### config.mk
export PLATFORM = sky130hd
export DESIGN_NAME = binary_quiz_engine
export DESIGN_NICKNAME = d
export VERILOG_FILES = /design/src/rtl/binary_quiz_engine_pkg.sv /design/src/rtl/binary_quiz_engine_lfsr_rng.sv /design/src/rtl/binary_quiz_engine.sv
export SDC_FILE = /design/constraint.sdc
export NUM_CORES = 1
export LEC_CHECK = 0
export BUFFER_PORTS_ARGS = -buffer_cell sky130_fd_sc_hd__buf_4
export CAP_MARGIN = 10
export CORE_MARGIN = 3
export CORE_UTILIZATION = 42
export DETAILED_ROUTE_END_ITERATION = 10
export HOLD_SLACK_MARGIN = 0.05
export PLACE_DENSITY_LB_ADDON = 0.1
export SLEW_MARGIN = 30
export SYNTH_ARGS = -nofsm -noshare
export SYNTH_HDL_FRONTEND = slang
export SYNTH_HIERARCHICAL = 1
export SYNTH_SLANG_ARGS = --single-unit
### constraint.sdc
create_clock -name Clk -period 3 [get_ports Clk]
set_input_delay 0.15 -clock Clk [delete_from_list [all_inputs] [get_ports Clk]]
set_output_delay 0.15 -clock Clk [all_outputs]
set_load 0.01 [all_outputs]
### src/rtl/binary_quiz_engine_pkg.sv
// Shared definitions for the binary quiz engine: state and menu cursor codes,
// button decoding and the LFSR tap table.
package binary_quiz_engine_pkg;

    typedef enum logic [3:0] {
        S_INIT   = 4'd0,
        S_MENU   = 4'd1,
        S_P_LOAD = 4'd2,
        S_P_WAIT = 4'd3,
        S_OVER   = 4'd4,
        S_R_LOAD = 4'd5,
        S_R_WAIT = 4'd6,
        S_SCORES = 4'd7,
        S_DONE   = 4'd8
    } state_t;

    typedef enum logic [1:0] {
        C_PLAY     = 2'd0,
        C_PRACTICE = 2'd1,
        C_SCORES   = 2'd2,
        C_QUIT     = 2'd3
    } cursor_t;

    typedef struct packed {
        logic select;
        logic quit;
        logic left;
        logic right;
    } buttons_t;

    // A press only counts on an enabled tick with exactly one button held.
    function automatic buttons_t decode_buttons(input logic cen, input logic sel,
                                                input logic quit, input logic left,
                                                input logic right);
        buttons_t b;
        b = '0;
        if (cen && $onehot({sel, quit, left, right}))
            b = {sel, quit, left, right};
        return b;
    endfunction

    // Right-shift Galois feedback masks for maximal-length sequences.
    function automatic logic [15:0] lfsr_taps(input int unsigned width);
        case (width)
            2:       return 16'h0003;
            3:       return 16'h0006;
            4:       return 16'h000C;
            5:       return 16'h0014;
            6:       return 16'h0030;
            7:       return 16'h0060;
            8:       return 16'h00B8;
            9:       return 16'h0110;
            10:      return 16'h0240;
            11:      return 16'h0500;
            12:      return 16'h0829;
            13:      return 16'h100D;
            14:      return 16'h2015;
            15:      return 16'h6000;
            default: return 16'hB400;
        endcase
    endfunction

endpackage

### src/rtl/binary_quiz_engine_lfsr_rng.sv
// Free-running WIDTH-bit Galois LFSR; never reaches zero from a non-zero seed.
module lfsr_rng
    import binary_quiz_engine_pkg::*;
#(
    parameter int unsigned WIDTH = 8,
    parameter int unsigned SEED  = 1
) (
    input  logic             Clk,
    input  logic             Reset_n,
    output logic [WIDTH-1:0] value
);

    localparam logic [WIDTH-1:0] TAPS   = WIDTH'(lfsr_taps(WIDTH));
    localparam logic [WIDTH-1:0] SEED_V = WIDTH'(SEED);

    always_ff @(posedge Clk or negedge Reset_n) begin
        if (!Reset_n)
            value <= SEED_V;
        else if (value[0])
            value <= (value >> 1) ^ TAPS;
        else
            value <= value >> 1;
    end

endmodule

### src/rtl/binary_quiz_engine.sv
// Quiz controller: menu, timed play game with lives and saturating score,
// untimed practice mode, and a retained high score.
module binary_quiz_engine
    import binary_quiz_engine_pkg::*;
#(
    parameter int unsigned WIDTH      = 8,
    parameter int unsigned SCORE_W    = 8,
    parameter int unsigned LIVES      = 3,
    parameter int unsigned TIME_LIMIT = 200,
    parameter int unsigned SEED       = 1
) (
    input  logic               Clk,
    input  logic               Reset_n,
    input  logic               CEN,
    input  logic               Select,
    input  logic               Quit,
    input  logic               selectLeft,
    input  logic               selectRight,
    input  logic [WIDTH-1:0]   userNumber,
    output logic [WIDTH-1:0]   outputNumber,
    output logic [SCORE_W-1:0] playerScore,
    output logic [SCORE_W-1:0] highScore,
    output logic [3:0]         livesLeft,
    output logic [15:0]        timeLeft,
    output logic               isWrong,
    output logic [3:0]         stateOut
);

    localparam logic [SCORE_W-1:0] SCORE_MAX  = '1;
    localparam logic [3:0]         LIVES_INIT = 4'(LIVES);
    localparam logic [15:0]        TIME_INIT  = 16'(TIME_LIMIT);

    state_t               state, state_nxt;
    cursor_t              cursor, cursor_nxt;
    logic [WIDTH-1:0]     number, number_nxt, rng;
    logic [SCORE_W-1:0]   score, score_nxt, high, high_nxt;
    logic [3:0]           lives, lives_nxt;
    logic [15:0]          timer, timer_nxt;
    logic                 wrong, wrong_nxt;
    logic                 miss;
    buttons_t             btn;

    lfsr_rng #(.WIDTH(WIDTH), .SEED(SEED)) u_rng (
        .Clk     (Clk),
        .Reset_n (Reset_n),
        .value   (rng)
    );

    assign btn = decode_buttons(CEN, Select, Quit, selectLeft, selectRight);

    always_ff @(posedge Clk or negedge Reset_n) begin
        if (!Reset_n) begin
            state  <= S_INIT;
            cursor <= C_PLAY;
            number <= '0;
            score  <= '0;
            high   <= '0;
            lives  <= '0;
            timer  <= '0;
            wrong  <= 1'b0;
        end else begin
            state  <= state_nxt;
            cursor <= cursor_nxt;
            number <= number_nxt;
            score  <= score_nxt;
            high   <= high_nxt;
            lives  <= lives_nxt;
            timer  <= timer_nxt;
            wrong  <= wrong_nxt;
        end
    end

    always_comb begin
        state_nxt  = state;
        cursor_nxt = cursor;
        number_nxt = number;
        score_nxt  = score;
        high_nxt   = high;
        lives_nxt  = lives;
        timer_nxt  = timer;
        wrong_nxt  = wrong;
        miss       = 1'b0;
        case (state)
            S_INIT: if (CEN) state_nxt = S_MENU;
            S_MENU: begin
                if (btn.left)
                    cursor_nxt = cursor_t'(cursor - 2'd1);
                else if (btn.right)
                    cursor_nxt = cursor_t'(cursor + 2'd1);
                else if (btn.select) begin
                    case (cursor)
                        C_PLAY: begin
                            state_nxt = S_P_LOAD;
                            score_nxt = '0;
                            lives_nxt = LIVES_INIT;
                        end
                        C_PRACTICE: state_nxt = S_R_LOAD;
                        C_SCORES:   state_nxt = S_SCORES;
                        default:    state_nxt = S_DONE;
                    endcase
                end
            end
            S_P_LOAD: if (CEN) begin
                number_nxt = rng;
                timer_nxt  = TIME_INIT;
                state_nxt  = S_P_WAIT;
            end
            S_P_WAIT: if (CEN) begin
                timer_nxt = timer - 16'd1;
                // Quit wins over a coinciding timeout, so no life is lost.
                if (btn.quit) begin
                    state_nxt  = S_OVER;
                    number_nxt = '0;
                end else if (btn.select) begin
                    if (userNumber == number) begin
                        score_nxt = (score == SCORE_MAX) ? score : score + 1'b1;
                        wrong_nxt = 1'b0;
                        state_nxt = S_P_LOAD;
                    end else begin
                        miss = 1'b1;
                    end
                end else if (timer == 16'd1) begin
                    miss = 1'b1;
                end
                if (miss) begin
                    lives_nxt = lives - 4'd1;
                    wrong_nxt = 1'b1;
                    if (lives > 4'd1) begin
                        state_nxt = S_P_LOAD;
                    end else begin
                        state_nxt  = S_OVER;
                        number_nxt = '0;
                    end
                end
            end
            S_OVER: if (btn.select) state_nxt = S_SCORES;
            S_R_LOAD: if (CEN) begin
                number_nxt = rng;
                state_nxt  = S_R_WAIT;
            end
            S_R_WAIT: begin
                if (btn.select) begin
                    wrong_nxt = (userNumber != number);
                    if (userNumber == number) state_nxt = S_R_LOAD;
                end else if (btn.quit) begin
                    state_nxt  = S_MENU;
                    number_nxt = '0;
                end
            end
            S_SCORES: if (btn.select || btn.quit) begin
                state_nxt  = S_MENU;
                cursor_nxt = C_SCORES;
            end
            S_DONE: if (btn.select) state_nxt = S_INIT;
            default: state_nxt = S_INIT;
        endcase
        if (state_nxt == S_OVER && state != S_OVER && score > high)
            high_nxt = score;
    end

    assign outputNumber = number;
    assign playerScore  = score;
    assign highScore    = high;
    assign livesLeft    = lives;
    assign timeLeft     = timer;
    assign isWrong      = wrong;
    assign stateOut     = state;

endmodule

==> results_dict.tcl <==
set metrics [dict create \
    outcome "finished clean" \
    synth_cells 360 \
    power_leakage_nw 2.165 \
    finalHoldViolCount 0 \
    cp_top_family "adder cells" \
    crit_path_start_kind "primary input" \
    grt-ovfl-total 0 \
    syn_nets 394 \
    clockBufferDepth 2 \
    dpl.cell_count 541 \
    ys.flop_type "dfrtp_1" \
    wl_met1_um 4389 \
    path_buf_inv 4 \
    crit_chain "buf_4, clkinvlp_4, fa_1, inv_1, ha_2, ha_1, and4bb_4, a21boi_4, o21ai_1, a311o_1, a221o_1, nand4bb_1, buf_6, mux2_4" \
    slowest_delay_ns 0.48 \
    fin_nets 486 \
    antenna_left 0 \
    clock_latency_ns 0.34 \
    drc 0 \
    dp_hpwl_um 6468 \
    firstDrtPassIters 4 \
    grt_pass1_wl_um 14700 \
    area_growth_pct 26.89 \
    fin_skew_ns 0.01044 \
    boundaryPins 64 \
    period_needed_ns 2.894 \
    numCtsBuffers 9 \
    ys_ff_latch 59 \
    maxCapViolations 0 \
    die_y_um 98.00 \
    syn_area_per_cell_um2 9.874 \
    critPathMaxFanout 8 \
    final_cell_mix "buf_4, dfrtp_1, nand2_1" \
    wl_um 8788 \
    port_buffers 63 \
    fin_crit_sh 0.9646 \
    grt_pass1_vias 2890 \
    core_mm2 0.007968 \
    initial_core_util 0.4461 \
    async_flop_share 1.000 \
    dr_wl_met3_um 435 \
    antenna_found_initial 0 \
    die_width_um 98.00 \
    power.density_mw_per_mm2 800.2 \
    diodes 0 \
    yosys_warnings 6 \
    timing.fmax_mhz 345.6 \
    cp-end-kind "register" \
    synth_edf_count 0 \
    ir_worst_vdd_v 0.0003273 \
    final_common_cell "buf_4" \
    fin_cells 559 \
    critical_path_required_ns 3.22 \
    grt_max_degree 60 \
    wire_per_inst_um 15.72 \
    grt.total_usage 0.1874 \
    fp-row-count 32 \
    synth_seq_area_share 0.4157 \
    vias 2995 \
    clock-sinks 59 \
    routabilityCongestion 0.9029 \
    drt_iter0_drc 140 \
    top_layer "met4" \
    synth_area_mm2 0.003555 \
    h-tree-depth 3 \
    relSlewSlack 0.4278 \
    cts.reportedPaths.clkPinSlew_ns 0.06 \
    cts_tree "done" \
    worstMarginPinSlew_ns 0.8464 \
    worstPathArrival_ns 3.11 \
    min_path_type "in -> reg" \
    setup_violations 0 \
    finalMaxSlewViolations 0 \
    route.met2.wl_um 3880 \
    cpMaxStageDelayCell "fa_1" \
    clock-root-buffer "clkbuf_8" \
    crit_type "in -> reg" \
    drt-vias-per-instance 5.358 \
    dieArea_mm2 0.009603 \
    drive_gt1_frac 0.2910 \
    finalPower_mw 3.609 \
    synthDistinctLibCells 64 \
]
## tightest hold or removal path, delay by kind of cell
family / cells / cell delay (ns)
buf+inv: 1 / 0.10
simple gates: 1 / 0.05
compound gates: 1 / 0.08
xor+xnor: 1 / 0.13
## cell families (layout without fill, tap and decap cells)
group / after synthesis / after routing / share of synthesized area
compound gates: 78 / 78 / 0.1538
xor+xnor: 28 / 28 / 0.06899
fa+ha+maj: 19 / 19 / 0.06899
buf+inv: 31 / 128 / 0.04118
flops: 59 / 59 / 0.4157
mux: 11 / 11 / 0.04259
simple gates: 134 / 134 / 0.2087
## registers in the layout, indices dropped and copies added (netlist names)
| name | flops |
|---|---|
| timeLeft | 16 |
| highScore | 8 |
| outputNumber | 8 |
| playerScore | 8 |
| u_rng/value | 8 |
| livesLeft | 4 |
| stateOut | 4 |
| cursor | 2 |
| isWrong | 1 |
## cells in the mapped netlist, types with 5 or more instances
cell type | n | share of area
dfrtp_1 | 58 | 0.41
nand2_1 | 38 | 0.040
nor2_1 | 29 | 0.031
inv_1 | 21 | 0.022
o21ai_0 | 21 | 0.030
xor2_1 | 20 | 0.049
ha_1 | 18 | 0.063
nand3_1 | 10 | 0.014
a21oi_1 | 9 | 0.013
nor3_1 | 9 | 0.013
a22o_1 | 8 | 0.020
mux2_4 | 8 | 0.034
xnor2_1 | 8 | 0.020
a31oi_1 | 5 | 0.0088
and2_1 | 5 | 0.0088
nor2b_1 | 5 | 0.0088
o31ai_1 | 5 | 0.011
## through the flow
stage                 util  setup WS, ns  hold WS (ns)  area (um^2)    TNS [ns]
global placement    0.5383       -0.2527        0.2691         4289      -2.690
global route        0.5661    -0.0001812        0.2751         4511  -0.0001812
finish              0.5661        0.1062        0.2220         4511           0
floorplan                -      -0.01462       -0.1456         3561     -0.1170
detailed placement  0.5383       -0.2499        0.2762         4289      -3.200
CTS                 0.5638        0.1025        0.2135         4492           0
## final cells by class
cell class,instances,area [um^2]
Fill cell,723,3457
Clock buffer,9,123.9
Timing Repair Buffer,91,689.4
Inverter,21,82.58
Tap cell,102,127.6
Sequential cell,59,1478
Multi-Input combinational cell,270,1941
Clock inverter,7,68.82
## repair_timing
action,CTS,global route
hold buffers,1,0
buffers inserted,0,1
resized for setup,0,4
hold endpoints to repair,58,0
setup endpoints to repair,0,8
## power by group
group | switching (mW) | internal [mW]
Combinational | 0.872 | 0.783
Clock | 0.333 | 0.380
Sequential | 0.262 | 0.980
## worst paths after layout
kind | cells past startpoint | from | end | slack [ns]
worst max register to register | 7 | stateOut[3] | highScore[2] | 0.31
worst min register to register | 0 | u_rng/value[2] | u_rng/value[1] | 0.38
max in group asynchronous | 2 | Reset_n | timeLeft[0] | 2.07
min in group asynchronous | 2 | Reset_n | livesLeft[3] | 0.43
worst max-delay path | 14 | Select | highScore[2] | 0.11
worst min-delay path | 4 | selectLeft | cursor[1] | 0.22
## routing by layer
layer,GRT usage,up-vias
met4,0.05751,0
met5,0,-
met1,0.2845,1438
met3,0.03857,9
li1,-,1467
met2,0.2670,81
Note: power is estimated with default switching activity, not from simulation.
